## src/rtl/alarm_pkg.sv

```systemverilog
`default_nettype none
// ============================================================================
//  Module      : alarm_pkg
//  Description : Shared types for the alarm controller: FSM state codes,
//                arming-mode encoding and the countdown-width helper.
//  Revision    : 1.0  initial release
// ============================================================================
package alarm_pkg;

    // Externally visible state codes; 6 and 7 are illegal
    typedef enum logic [2:0] {
        DISARMED   = 3'd0,
        EXIT       = 3'd1,
        ARMED_AWAY = 3'd2,
        ARMED_STAY = 3'd3,
        ENTRY      = 3'd4,
        ALARM      = 3'd5
    } state_e;

    // Which arming request was accepted
    typedef enum logic {
        MODE_AWAY = 1'b0,
        MODE_STAY = 1'b1
    } mode_e;

    localparam int STATE_W = 3;

    // Countdown width: enough bits to hold the longer of the two delays
    function automatic int cnt_width(input int exit_d, input int entry_d);
        int m;
        m = (exit_d > entry_d) ? exit_d : entry_d;
        return (m < 1) ? 1 : $clog2(m + 1);
    endfunction

endpackage : alarm_pkg
`default_nettype wire

```

## src/rtl/alarm_ctrl_if.sv

```systemverilog
`default_nettype none
// ============================================================================
//  Module      : alarm_ctrl_if
//  Description : Sensor/request and indicator bundle of the alarm controller.
//                slave = controller side, master = driver/observer side.
//                tripped_zones exists only when ALARM_ZONE_LATCH_EN is defined.
//  Revision    : 1.0  initial release
// ============================================================================
interface alarm_ctrl_if #(
    parameter int NUM_DOORS   = 2,
    parameter int NUM_WINDOWS = 3,
    parameter int CNT_W       = 4
);
    logic                   arm_away;
    logic                   arm_stay;
    logic                   disarm;
    logic [NUM_DOORS-1:0]   doors;
    logic [NUM_WINDOWS-1:0] windows;
    logic                   secure;
    logic                   armed;
    logic                   alarm;
    logic [2:0]             state;
    logic [CNT_W-1:0]       countdown;
`ifdef ALARM_ZONE_LATCH_EN
    logic [NUM_DOORS+NUM_WINDOWS-1:0] tripped_zones;

    modport slave (
        input  arm_away, arm_stay, disarm, doors, windows,
        output secure, armed, alarm, state, countdown, tripped_zones
    );
    modport master (
        output arm_away, arm_stay, disarm, doors, windows,
        input  secure, armed, alarm, state, countdown, tripped_zones
    );
`else
    modport slave (
        input  arm_away, arm_stay, disarm, doors, windows,
        output secure, armed, alarm, state, countdown
    );
    modport master (
        output arm_away, arm_stay, disarm, doors, windows,
        input  secure, armed, alarm, state, countdown
    );
`endif
endinterface : alarm_ctrl_if
`default_nettype wire

```

## src/rtl/alarm_timer.sv

```systemverilog
`default_nettype none
// ============================================================================
//  Module      : alarm_timer
//  Description : Loadable down-counter shared by the exit and entry delays.
//                Saturates at zero; done flags the last cycle of a delay
//                (count 1) or an empty delay (count 0).
//  Revision    : 1.0  initial release
// ============================================================================
module alarm_timer #(
    parameter int CNT_W = 4
) (
    input  wire logic             clk,
    input  wire logic             rst_n,
    input  wire logic             load,
    input  wire logic [CNT_W-1:0] load_val,
    input  wire logic             en,
    output logic      [CNT_W-1:0] count,
    output logic                  done
);

    logic [CNT_W-1:0] r_count;

    // Load has priority; otherwise count down without wrapping below zero
    always_ff @(posedge clk or negedge rst_n) begin
        if (!rst_n) begin
            r_count <= '0;
        end else if (load) begin
            r_count <= load_val;
        end else if (en && (r_count != '0)) begin
            r_count <= r_count - 1'b1;
        end
    end

    assign count = r_count;
    assign done  = (r_count == '0) || (r_count == CNT_W'(1));

endmodule : alarm_timer
`default_nettype wire

```

## src/rtl/alarm_ctrl.sv

```systemverilog
`default_nettype none
// ============================================================================
//  Module      : alarm_ctrl
//  Description : Perimeter alarm controller with away/stay arming, exit and
//                entry delays and a latched siren output.
//                Optional macro ALARM_ZONE_LATCH_EN adds the sticky
//                tripped_zones record ({windows, doors}).
//  Revision    : 1.0  initial release
// ============================================================================
module alarm_ctrl
    import alarm_pkg::*;
#(
    parameter int NUM_DOORS   = 2,
    parameter int NUM_WINDOWS = 3,
    parameter int EXIT_DELAY  = 8,
    parameter int ENTRY_DELAY = 8
) (
    input  wire logic      clk,
    input  wire logic      rst_n,
    alarm_ctrl_if.slave    bus
);

    localparam int CNT_W = cnt_width(EXIT_DELAY, ENTRY_DELAY);
    localparam logic [CNT_W-1:0] c_exit_load  = CNT_W'(EXIT_DELAY);
    localparam logic [CNT_W-1:0] c_entry_load = CNT_W'(ENTRY_DELAY);

    state_e           r_state;
    state_e           w_next;
    logic             r_secure;
    logic             r_alarm;
    logic             w_all_closed;
    logic             w_win_open;
    logic             w_door_open;
    logic             w_arm_one;
    mode_e            w_mode;
    logic             w_tmr_load;
    logic [CNT_W-1:0] w_tmr_val;
    logic             w_tmr_en;
    logic [CNT_W-1:0] w_tmr_count;
    logic             w_tmr_done;

    assign w_win_open   = |bus.windows;
    assign w_door_open  = |bus.doors;
    assign w_all_closed = !w_win_open && !w_door_open;
    // Simultaneous away+stay is ambiguous and therefore ignored
    assign w_arm_one    = bus.arm_away ^ bus.arm_stay;
    assign w_mode       = bus.arm_away ? MODE_AWAY : MODE_STAY;

    // State register
    always_ff @(posedge clk or negedge rst_n) begin
        if (!rst_n) begin
            r_state <= DISARMED;
        end else begin
            r_state <= w_next;
        end
    end

    // Next-state decision; disarm overrides everything else
    always_comb begin
        w_next = r_state;
        if (bus.disarm) begin
            w_next = DISARMED;
        end else begin
            case (r_state)
                DISARMED: begin
                    if (w_arm_one && w_all_closed) begin
                        w_next = (w_mode == MODE_AWAY) ? EXIT : ARMED_STAY;
                    end
                end
                EXIT: begin
                    // Sensors are ignored while the occupant leaves
                    if (w_tmr_done) begin
                        w_next = ARMED_AWAY;
                    end
                end
                ARMED_AWAY: begin
                    if (w_win_open) begin
                        w_next = ALARM;
                    end else if (w_door_open) begin
                        w_next = ENTRY;
                    end
                end
                ARMED_STAY: begin
                    if (!w_all_closed) begin
                        w_next = ALARM;
                    end
                end
                ENTRY: begin
                    // Closing the door again does not cancel the entry delay
                    if (w_win_open || w_tmr_done) begin
                        w_next = ALARM;
                    end
                end
                ALARM: begin
                    w_next = ALARM;
                end
                default: begin
                    w_next = DISARMED;
                end
            endcase
        end
    end

    // Timer control: load on any state change (delay value or zero), else count
    always_comb begin
        w_tmr_load = (w_next != r_state);
        w_tmr_en   = !w_tmr_load;
        w_tmr_val  = '0;
        if (w_next == EXIT) begin
            w_tmr_val = c_exit_load;
        end else if (w_next == ENTRY) begin
            w_tmr_val = c_entry_load;
        end
    end

    alarm_timer #(
        .CNT_W (CNT_W)
    ) u_timer (
        .clk      (clk),
        .rst_n    (rst_n),
        .load     (w_tmr_load),
        .load_val (w_tmr_val),
        .en       (w_tmr_en),
        .count    (w_tmr_count),
        .done     (w_tmr_done)
    );

    // Registered indicators: secure lags the sensors by one cycle, alarm
    // rises together with the ALARM state
    always_ff @(posedge clk or negedge rst_n) begin
        if (!rst_n) begin
            r_secure <= 1'b0;
            r_alarm  <= 1'b0;
        end else begin
            r_secure <= w_all_closed;
            r_alarm  <= (w_next == ALARM);
        end
    end

`ifdef ALARM_ZONE_LATCH_EN
    logic [NUM_DOORS+NUM_WINDOWS-1:0] r_zones;
    logic                             w_accept;
    logic                             w_capture;

    assign w_accept  = (r_state == DISARMED) && !bus.disarm && w_arm_one && w_all_closed;
    assign w_capture = ((w_next == ENTRY) && (r_state != ENTRY)) ||
                       (w_next == ALARM) || (r_state == ALARM);

    // Sticky record of open zones; survives disarm, cleared on a new arm
    always_ff @(posedge clk or negedge rst_n) begin
        if (!rst_n) begin
            r_zones <= '0;
        end else if (w_accept) begin
            r_zones <= '0;
        end else if (w_capture) begin
            r_zones <= r_zones | {bus.windows, bus.doors};
        end
    end

    assign bus.tripped_zones = r_zones;
`endif

    assign bus.state     = r_state;
    assign bus.armed     = (r_state == ARMED_AWAY) || (r_state == ARMED_STAY) ||
                           (r_state == ENTRY);
    assign bus.alarm     = r_alarm;
    assign bus.secure    = r_secure;
    assign bus.countdown = w_tmr_count;

endmodule : alarm_ctrl
`default_nettype wire

```

## src/flat_wrapper.sv

```systemverilog
// flat-port wrapper written by rule: the top's interface ports become plain ports
module alarm_ctrl_flat import alarm_pkg::*;
#(
    parameter int NUM_DOORS   = 2,
    parameter int NUM_WINDOWS = 3,
    parameter int EXIT_DELAY  = 8,
    parameter int ENTRY_DELAY = 8
)
  (clk, rst_n, bus_arm_away, bus_arm_stay, bus_disarm, bus_doors, bus_windows, bus_secure, bus_armed, bus_alarm, bus_state, bus_countdown);
  alarm_ctrl_if #(.NUM_DOORS(NUM_DOORS), .NUM_WINDOWS(NUM_WINDOWS), .CNT_W((4))) bus_i ();
  input  wire logic clk;
  input  wire logic rst_n;
  input wire logic [$bits(bus_i.arm_away)-1:0] bus_arm_away;
  input wire logic [$bits(bus_i.arm_stay)-1:0] bus_arm_stay;
  input wire logic [$bits(bus_i.disarm)-1:0] bus_disarm;
  input wire logic [$bits(bus_i.doors)-1:0] bus_doors;
  input wire logic [$bits(bus_i.windows)-1:0] bus_windows;
  output wire logic [$bits(bus_i.secure)-1:0] bus_secure;
  output wire logic [$bits(bus_i.armed)-1:0] bus_armed;
  output wire logic [$bits(bus_i.alarm)-1:0] bus_alarm;
  output wire logic [$bits(bus_i.state)-1:0] bus_state;
  output wire logic [$bits(bus_i.countdown)-1:0] bus_countdown;
  assign bus_i.arm_away = bus_arm_away;
  assign bus_i.arm_stay = bus_arm_stay;
  assign bus_i.disarm = bus_disarm;
  assign bus_i.doors = bus_doors;
  assign bus_i.windows = bus_windows;
  assign bus_secure = bus_i.secure;
  assign bus_armed = bus_i.armed;
  assign bus_alarm = bus_i.alarm;
  assign bus_state = bus_i.state;
  assign bus_countdown = bus_i.countdown;
  alarm_ctrl #(.NUM_DOORS(NUM_DOORS), .NUM_WINDOWS(NUM_WINDOWS), .EXIT_DELAY(EXIT_DELAY), .ENTRY_DELAY(ENTRY_DELAY)) u_core (.clk(clk), .rst_n(rst_n), .bus(bus_i));
endmodule
```

## config.mk

```make
export PLATFORM = sky130hd
export DESIGN_NAME = alarm_ctrl_flat
export DESIGN_NICKNAME = d
export VERILOG_FILES = /design/src/rtl/alarm_pkg.sv /design/src/rtl/alarm_ctrl_if.sv /design/src/rtl/alarm_timer.sv /design/src/rtl/alarm_ctrl.sv /design/src/flat_wrapper.sv
export SDC_FILE = /design/constraint.sdc
export NUM_CORES = 1
export LEC_CHECK = 0
export ABC_AREA = 1
export CAP_MARGIN = 10
export CORE_MARGIN = 3
export CORE_UTILIZATION = 35
export DETAILED_ROUTE_END_ITERATION = 8
export GPL_TIMING_DRIVEN = 0
export PLACE_DENSITY = 0.62
export SETUP_SLACK_MARGIN = 0.1
export SYNTH_ARGS = -nofsm -noshare
export SYNTH_HDL_FRONTEND = slang
export SYNTH_SLANG_ARGS = --single-unit
```

## constraint.sdc

```tcl
create_clock -name clk -period 3.14 [get_ports clk]
set_clock_uncertainty 0.05 [all_clocks]
set_input_delay 0.314 -clock clk [delete_from_list [all_inputs] [get_ports clk]]
set_output_delay 0.314 -clock clk [all_outputs]
set_load 0.005 [all_outputs]
```

# == Word level (Yosys, flattened, before mapping) ==
# Cells that the tools add are included.
# W data, S select, Z words.
# op_classes
n_addsub,1
n_eq_ne,10
n_mux,13
bitwise_logic,1
reduce_logical,16
# ops
op,n
$mux W3,7
$pmux W3 S6,1
$mux W4,4
$eq A3 B3 Y1 const B,4
$eq A3 B1 Y1 const B,2
$eq A3 B2 Y1 const B,2
$eq A4 B1 Y1 const B,1
$logic_not A4 Y1,1
$logic_or A1 B1 Y1,4
$reduce_bool A4 Y1,1
$sub A4 B1 Y4 const B,1
$logic_and A1 B1 Y1,3
$logic_not A1 Y1,3
$logic_not A3 Y1,1
$ne A3 B3 Y1,1
$reduce_or A3 Y1,1
$mux W2,1
$reduce_bool A2 Y1,1
$reduce_or A2 Y1,1
$xor A1 B1 Y1,1
# totals
register_bits,9
output_inout_bits,10
elab_cells,45

# == Longest topological paths before layout ==
# Gate-level depths: netlist of run 1.
# logic_depth
ltp_word,12
depth_mapped,14
depth_no_buf,14

# == Hierarchy ==
# From an unflattened synthesis of run 1, not the netlist that was laid out.
# hier_totals
hier_cells,109
area_unflattened_um2,735.7
# modules_own_cells
mod,n_inst,cells_per_inst,area_per_inst_um2
alarm_ctrl,1,69,455.4
alarm_timer,1,40,280.3

# == Worst setup path before layout of run 1 ==
# No wires, ideal clock.
# synth_path
path_type,flip-flop to flip-flop
start,reg u_core.u_timer.r_count[0] (netlist: u_core.u_timer.count[0])
end,reg u_core.u_timer.r_count[3] (netlist: u_core.u_timer.count[3])
setup_time_ps,120
arrival_ps,1513
required_time_ps,2970
slack_ps,1457
stages_incl_launch_ff,15
path_buffers,0
period_less_slack_ps,1683
cell_sequence,dfrtp_1 -> inv_1 -> ha_1 -> inv_1 -> nand2_1 -> nand2_1 -> nand2_1 -> nand2_1 -> nand2_1 -> o21ai_2 -> nand2_1 -> nand2_2 -> nor2_1 -> nand2_1 -> nand2_1
# synth_between
elab_chain_cells,10
word_cells_on_any_way,20
classes_between,add/sub: 1; eq/ne: 4; mux: 8; reduce/logical: 7
# synth_lines
element,line,text
start: declaration,alarm_timer.sv:21,logic [CNT_W-1:0] r_count;
start signal: assignment,alarm_timer.sv:28,r_count <= load_val;
start signal: assignment,alarm_timer.sv:30,r_count <= r_count - 1'b1;
$eq A4 B1 Y1 / $logic_not A4 Y1 (equally long branches),alarm_timer.sv:35,assign done = (r_count == '0) || (r_count == CNT_W'(1));
$logic_or A1 B1 Y1,alarm_timer.sv:35,
$logic_or A1 B1 Y1,alarm_ctrl.sv:90,if (w_win_open || w_tmr_done) begin
$mux W3,alarm_ctrl.sv:90,
$pmux W3 S6,alarm_ctrl.sv:64,case (r_state)
$mux W3,alarm_ctrl.sv:61,if (bus.disarm) begin
$eq A3 B3 Y1 / $ne A3 B3 Y1 (equally long branches),"alarm_ctrl.sv:111, alarm_ctrl.sv:106",
$mux W4 / $logic_not A1 Y1 (equally long branches),"alarm_ctrl.sv:111, alarm_ctrl.sv:107",
$mux W4 / $logic_and A1 B1 Y1 (equally long branches),"alarm_ctrl.sv:109, alarm_timer.sv:29",
$mux W4 / $reduce_bool A2 Y1 (equally long branches),--,
# Parallel ways exist; a longest one is shown, timed or not. The select of a mux whose other input is x is not followed.
# A chain may end at the register's enable or synchronous reset.

# == Final worst setup path of run 1 ==
# layout_path
start,reg u_core.r_state[2] (netlist: u_core.bus.state[2])
end,out bus_armed
# layout_between
elab_chain_cells,3
word_cells_on_any_way,5
classes_between,eq/ne: 3; reduce/logical: 2
# layout_lines
element,line,text
start: declaration,alarm_ctrl.sv:27,state_e r_state;
start signal: assignment,alarm_ctrl.sv:54,r_state <= w_next;
$eq A3 B2 Y1,alarm_ctrl.sv:164,assign bus.armed = (r_state == ARMED_AWAY) || (r_state == ARMED_STAY) ||
$logic_or A1 B1 Y1,alarm_ctrl.sv:164,
$logic_or A1 B1 Y1 (*),alarm_ctrl.sv:164,
end: declaration,flat_wrapper.sv:19,output wire logic [$bits(bus_i.armed)-1:0] bus_armed;
# Every way passes the cells marked *; elsewhere a longest branch is shown, timed or not.

==> metrics.csv, run 1 <==
metric,value,unit
core_area,1800,um2
worst_ep_arrival_time,1.63,ns
finalHoldViolations,0,
worst_ep_required_time,2.78,ns
num-nets-final,138,
cp_max_fanout,6,
worst_setup_path_end_kind,output pin,
grt_first_pass_wirelength,2470,um
antenna-diode-count,0,
dpl_cell_area,917,um2
setup_viol_count_final,0,
ys_ff_latch,9,
routedWlPerCell,9.39,um
die_span_in_x,50.6,um
cts_root_buffer,clkbuf_4,
layout_worst_path_cycle_share,63.6,%
vias_per_cell,4.55,
cellPowerDensity,537,nW/um2
seq_area_frac_synth,32.4,%
clock_sink_count,9,
power,506,uW
min_path_type,in -> async,
setup_crit_start_kind,flip-flop,
post_cts_setup_driven_buffer_insertion_count,0,
ctsResizeCount,0,
cap_viol_max_count,0,
final_layout_size_suffix_gt1_share,16.0,%
ant_nets,0,
detailed_place_hpwl,1220,um
gr-usage-all-layers,12.6,%
post-synth-top-area-fraction,32.4,%
routed_wirelength,1410,um
most-common-layout-cells,"nand2_1, clkdlybuf4s50_1, inv_1",
row_count,15,
fillerInstances,210,
status,"finished, final reports clean",
unrepaired_setup_endpoints_after_global_routing,false,
yosysTopAreaCell,dfrtp_1,
synthesis.instances,102,
floorplan.io_pins,20,
cts_hold_repair.buffers,0,
max_slew.worst_pin.slew,0.427,ns
timing.hold.ws,0.296,ns
cts_tree,built,
h_tree_depth,1,
setup_total_negative_slack,0,ns
placer_s_final_routability_congestion_estimate,0.807,
mappedNetlistArea,696,um2
postSynthNetCount,114,
largest_net_degree_at_the_start_of_global_routing,10,
synthTopCellsByArea,"dfrtp_1, nand2_1, inv_1",
synth.yosys.warnings,0,
synthesis.area_per_instance,6.82,um2
cts.reportedPaths.clkPinSlew,0.06,ns
die_area,2560,um2
worst_skew_pair_later_pin_latency,0.25,ns
fmax,0.501,GHz
category_of_the_critical_setup_timing_path,reg -> out,
area_delta_synth_final,35.6,%
power.ir.vdd_worst,368,uV
total_cts_buffers,3,
antenna_found_initial,0,
post_synth_num_cell_types,23,
final.min_clock_period,2.00,ns
drc_errors,0,
max-slew-margin-rel,71.3,%
vias,682,
die_h,50.6,um
grt_pass1_vias,588,
pins_over_slew_limit,0,
cts_buffer_depth,2,
start_util,38.6,%
finish.instance_area,943,um2
layout_commonest_cell,nand2_1,
total_leakage_power,0.000490,uW
drt_pre_antenna_iters,4,
overflow,0,
count_of_input_and_output_buffers,19,
detail_route.iter0.violations,1,
[worst paths after layout]
path | startpoint | to | slack [ns] | cells past startpoint
max in group asynchronous | rst_n | u_core.bus.state[2]$_DFF_PN0_ | 2.47 | 1
hold / removal | rst_n | u_core.u_timer.count[2]$_DFFE_PN0P_ | 0.30 | 1
min in group clk | u_core.u_timer.count[1]$_DFFE_PN0P_ | u_core.u_timer.count[1]$_DFFE_PN0P_ | 0.63 | 3
setup / recovery | u_core.bus.state[2]$_DFF_PN0_ | bus_armed | 1.14 | 4
hold reg to reg | u_core.u_timer.count[1]$_DFFE_PN0P_ | u_core.u_timer.count[1]$_DFFE_PN0P_ | 0.63 | 3
setup reg to reg | u_core.u_timer.count[0]$_DFFE_PN0P_ | u_core.u_timer.count[3]$_DFFE_PN0P_ | 1.29 | 14
[per-layer routing]
layer | global-route usage [%] | share of wire [%] | vias to the layer above
met2 | 19.8 | 47 | 13
met3 | 5.64 | 5.2 | 0
met4 | 1.35 | 0 | 0
met5 | 0 | 0 | -
li1 | - | - | 366
met1 | 16.5 | 48 | 303
[synthesized netlist by cell type]
cell type,number
a21oi_1,3
nand2_2,3
xor2_1,1
o31ai_1,1
nor3b_2,1
inv_1,16
nand2_1,23
nor2_4,2
inv_2,5
nor2_2,1
nand3_2,1
o21ai_2,1
nand4_1,2
nand3_1,7
nor2_1,8
nand2_4,2
ha_1,2
o21ai_0,6
clkinv_1,1
nor3_1,5
dfrtp_1,9
or2_2,1
o21ai_1,1
[layout make-up]
class                   instances  area, um2  share of cell area, %
repair buffers                 19        190                   20.2
multi-input cells              71        388                   41.1
inverters                      22       82.6                   8.75
flip-flops and latches          9        225                   23.9
well taps                      25       31.3                   3.32
clock buffers                   4       26.3                   2.79
[kinds of logic after synthesis]
group                    after synthesis  share of synthesized area [%]
buffers and inverters                 22                           11.9
adder cells (fa/ha/maj)                2                           3.60
AO/OA/AOI/OAI                         12                           9.53
AND/OR/NAND/NOR                       56                           41.4
flip-flops                             9                           32.4
XOR/XNOR                               1                           1.26
[where the power goes]
| part | leakage, uW | internal, uW | total (uW) | switching (uW) |
|---|---|---|---|---|
| logic | 0.000356 | 127 | 245 | 119 |
| clock network | 0.0000150 | 48.7 | 85.3 | 36.6 |
| registers | 0.000119 | 144 | 176 | 32.1 |
| total | 0.000490 | 319 | 506 | 187 |
[worst max-delay path, cell delays in order (launching register included)]
cell and delay, ns:
dfrtp_1 0.45, inv_2 0.14, nor3_1 0.07, or2_2 0.28, clkdlybuf4s50_1 0.44
[flip-flops by register name (all words and copies together) (netlist names)]
register / count
u_core.bus.secure: 1
u_core.bus.state: 3
u_core.u_timer.count: 4
u_core.bus.alarm: 1
[stage by stage]
step	setup slack, ns	std cells	utilization, %
after detailed placement	1.22	146	50.9
after CTS	1.13	150	52.4
after global placement	1.23	146	50.9
after floorplan	1.46	102	-
after global routing	1.03	150	52.4
final	1.14	150	52.4
Power figures use the tool's default switching activity.
==> run 2: changes to the inputs <==
Clock period 3.14 ns to 1.9 ns, I/O delays scaled along.
==> run 2 against run 1 <==
Sequential power rose by 72%. Wire length rose by 17%. Flip-flop and latch count did not move. Clock power rose by 64%. Cell count rose by 4.7%. Largest cell class unchanged. Setup slack got worse by 0.95 ns. First-iteration DRC count rose to 6.0 times the previous value. Via count rose by 5.7%. Largest power group unchanged. Global-route usage rose by 1.1 points. Critical path depth rose by 8.
==> metrics.csv, run 2 (synthesis results as in run 1) <==
metric,value,unit,change
status,"finished, final reports clean",,
grt_pass1_vias,638,,+8.5%
worst_setup_path_end_kind,flip-flop,,
area_delta_synth_final,53.2,%,
routed_wirelength,1660,um,+17%
setup_crit_start_kind,flip-flop,,
max_slew.worst_pin.slew,0.386,ns,-0.0414 ns
total_cts_buffers,3,,unchanged
finalHoldViolations,0,,unchanged
core_area,1800,um2,unchanged
cts.reportedPaths.clkPinSlew,0.06,ns,about the same
antenna_found_initial,0,,unchanged
row_count,15,,unchanged
min_path_type,in -> async,,
detail_route.iter0.violations,6,,+5
layout_commonest_cell,nand2_1,,
detailed_place_hpwl,1220,um,unchanged
antenna-diode-count,0,,unchanged
final.min_clock_period,1.71,ns,
drt_pre_antenna_iters,4,,unchanged
power.ir.vdd_worst,652,uV,+77%
total_leakage_power,0.000533,uW,+8.7%
unrepaired_setup_endpoints_after_global_routing,true,,
r2r-start,u_core.bus.state[1]$_DFF_PN0_,,
fillerInstances,192,,-8.6%
h_tree_depth,1,,unchanged
max-slew-margin-rel,74.2,%,+2.9 points
drc_errors,0,,unchanged
category_of_the_critical_setup_timing_path,reg -> reg,,
cp_cell_sequence,buf_4 -> nor2_1 -> nand2_1 -> nor2_1 -> nand2_1 -> nand2_1 -> o21ai_2 -> buf_4 -> nand3_1 -> nand2_1 -> o21ai_1 -> nand2_1,,
r2r-end,u_core.u_timer.count[3]$_DFFE_PN0P_,,
cts_buffer_depth,2,,unchanged
timing.critical_path.slowest_cell_delay,0.43,ns,-0.02 ns
cp_max_fanout,4,,-2
setup_viol_count_final,0,,unchanged
dpl_cell_area,917,um2,unchanged
num-nets-final,145,,+5.1%
ant_nets,0,,unchanged
vias_per_cell,4.59,,+1.0%
cts_tree,built,,
die_span_in_x,50.6,um,unchanged
pins_over_slew_limit,0,,unchanged
clock_sink_count,9,,unchanged
setup_total_negative_slack,0,ns,unchanged
cts_root_buffer,clkbuf_4,,
slowest_stage_cell_cp,dfrtp_2,,
cap_viol_max_count,0,,unchanged
die_h,50.6,um,unchanged
vias,721,,+5.7%
path_common_cell,nand2_1,,
grt_first_pass_wirelength,2680,um,+8.4%
routedWlPerCell,10.5,um,+12%
die_area,2560,um2,unchanged
layout_worst_path_cycle_share,89.8,%,
placer_s_final_routability_congestion_estimate,0.807,,unchanged
most-common-layout-cells,"nand2_1, clkdlybuf4s50_1, inv_1",,
finish.instance_area,1070,um2,+13%
final_layout_size_suffix_gt1_share,31.8,%,+16 points
start_util,38.6,%,unchanged
overflow,0,,unchanged
count_of_input_and_output_buffers,19,,unchanged
cellPowerDensity,961,nW/um2,+79%
fmax,0.586,GHz,
floorplan.io_pins,20,,unchanged
worst_ep_arrival_time,1.80,ns,+0.17 ns
setup.reg_to_reg.worst_slack,0.19,ns,-1.10 ns
largest_register_ffs,4,,unchanged
worst_ep_required_time,1.99,ns,-0.79 ns
worst-r2r-cell-count,12,,-2
largest_net_degree_at_the_start_of_global_routing,10,,unchanged
gr-usage-all-layers,13.7,%,+1.1 points
worst_skew_pair_later_pin_latency,0.25,ns,about the same
run 2: area by class of cell:
| cell class | instances | area [um2] | area share (%) |
|---|---|---|---|
| flip-flops and latches | 9 | 229 | 21.5 |
| inverters | 22 | 87.6 | 8.22 |
| well taps | 25 | 31.3 | 2.93 |
| repair buffers | 26 | 241 | 22.7 |
| clock buffers | 4 | 26.3 | 2.46 |
| multi-input cells | 71 | 450 | 42.3 |
run 2: how the worst max path moves through the flow:
stage,cells after the start,slack [ns],to,start
after floorplan,14,0.22,u_core.u_timer.count[3]$_DFFE_PN0P_,u_core.u_timer.count[0]$_DFFE_PN0P_
after global placement,14,0.06,u_core.u_timer.count[3]$_DFFE_PN0P_,u_core.u_timer.count[0]$_DFFE_PN0P_
after detailed placement,14,0.03,u_core.u_timer.count[3]$_DFFE_PN0P_,u_core.u_timer.count[0]$_DFFE_PN0P_
after CTS,14,0.10,u_core.u_timer.count[3]$_DFFE_PN0P_,u_core.u_timer.count[0]$_DFFE_PN0P_
after global routing,14,0.07,u_core.u_timer.count[3]$_DFFE_PN0P_,u_core.u_timer.count[1]$_DFFE_PN0P_
final,12,0.19,u_core.u_timer.count[3]$_DFFE_PN0P_,u_core.bus.state[1]$_DFF_PN0_
run 2: worst max-delay path: cells and delay by family, from the launching register on:
kind / cells / cell delay [ns]
AO/OA/AOI/OAI: 2 / 0.13
AND/OR/NAND/NOR: 8 / 0.69
buffers and inverters: 2 / 0.29
flip-flops: 1 / 0.43
run 2: metal layers:
layer	track usage, %	routed length, um	vias up
met5	0	0	-
met4	1.35	0	0
met3	5.64	70	0
met2	23.5	835	13
met1	16.7	749	326
li1	-	-	382
run 2: what timing repair did:
item                                    CTS  global route
resized for setup                         4            19
buffers inserted                          6             1
hold buffers                              0             0
pin swaps                                 1             8
endpoints found under the setup margin    2             6
run 2: power by group:
part | switching [uW] | total [uW] | internal (uW)
sequential | 61.6 | 302 | 240
combinational | 285 | 582 | 298
clock | 59.9 | 140 | 80.5
total | 406 | 1020 | 618
run 2: stage by stage:
stage	cells	total power [uW]	hold slack, ns	setup WS (ns)	utilization [%]
after floorplan	102	540	-0.156	0.217	-
after global placement	146	701	0.459	0.0616	50.9
after detailed placement	146	706	0.454	0.0347	50.9
after CTS	156	875	0.172	0.102	55.1
after global routing	157	1130	0.182	0.0748	59.2
final	157	1020	0.171	0.194	59.2
==> run 3: changes to the inputs <==
Settings changed: CTS_CLUSTER_SIZE set to 12.
==> results of run 3 <==
No change in the layout: final DEF, timing and power equal those of run 2.
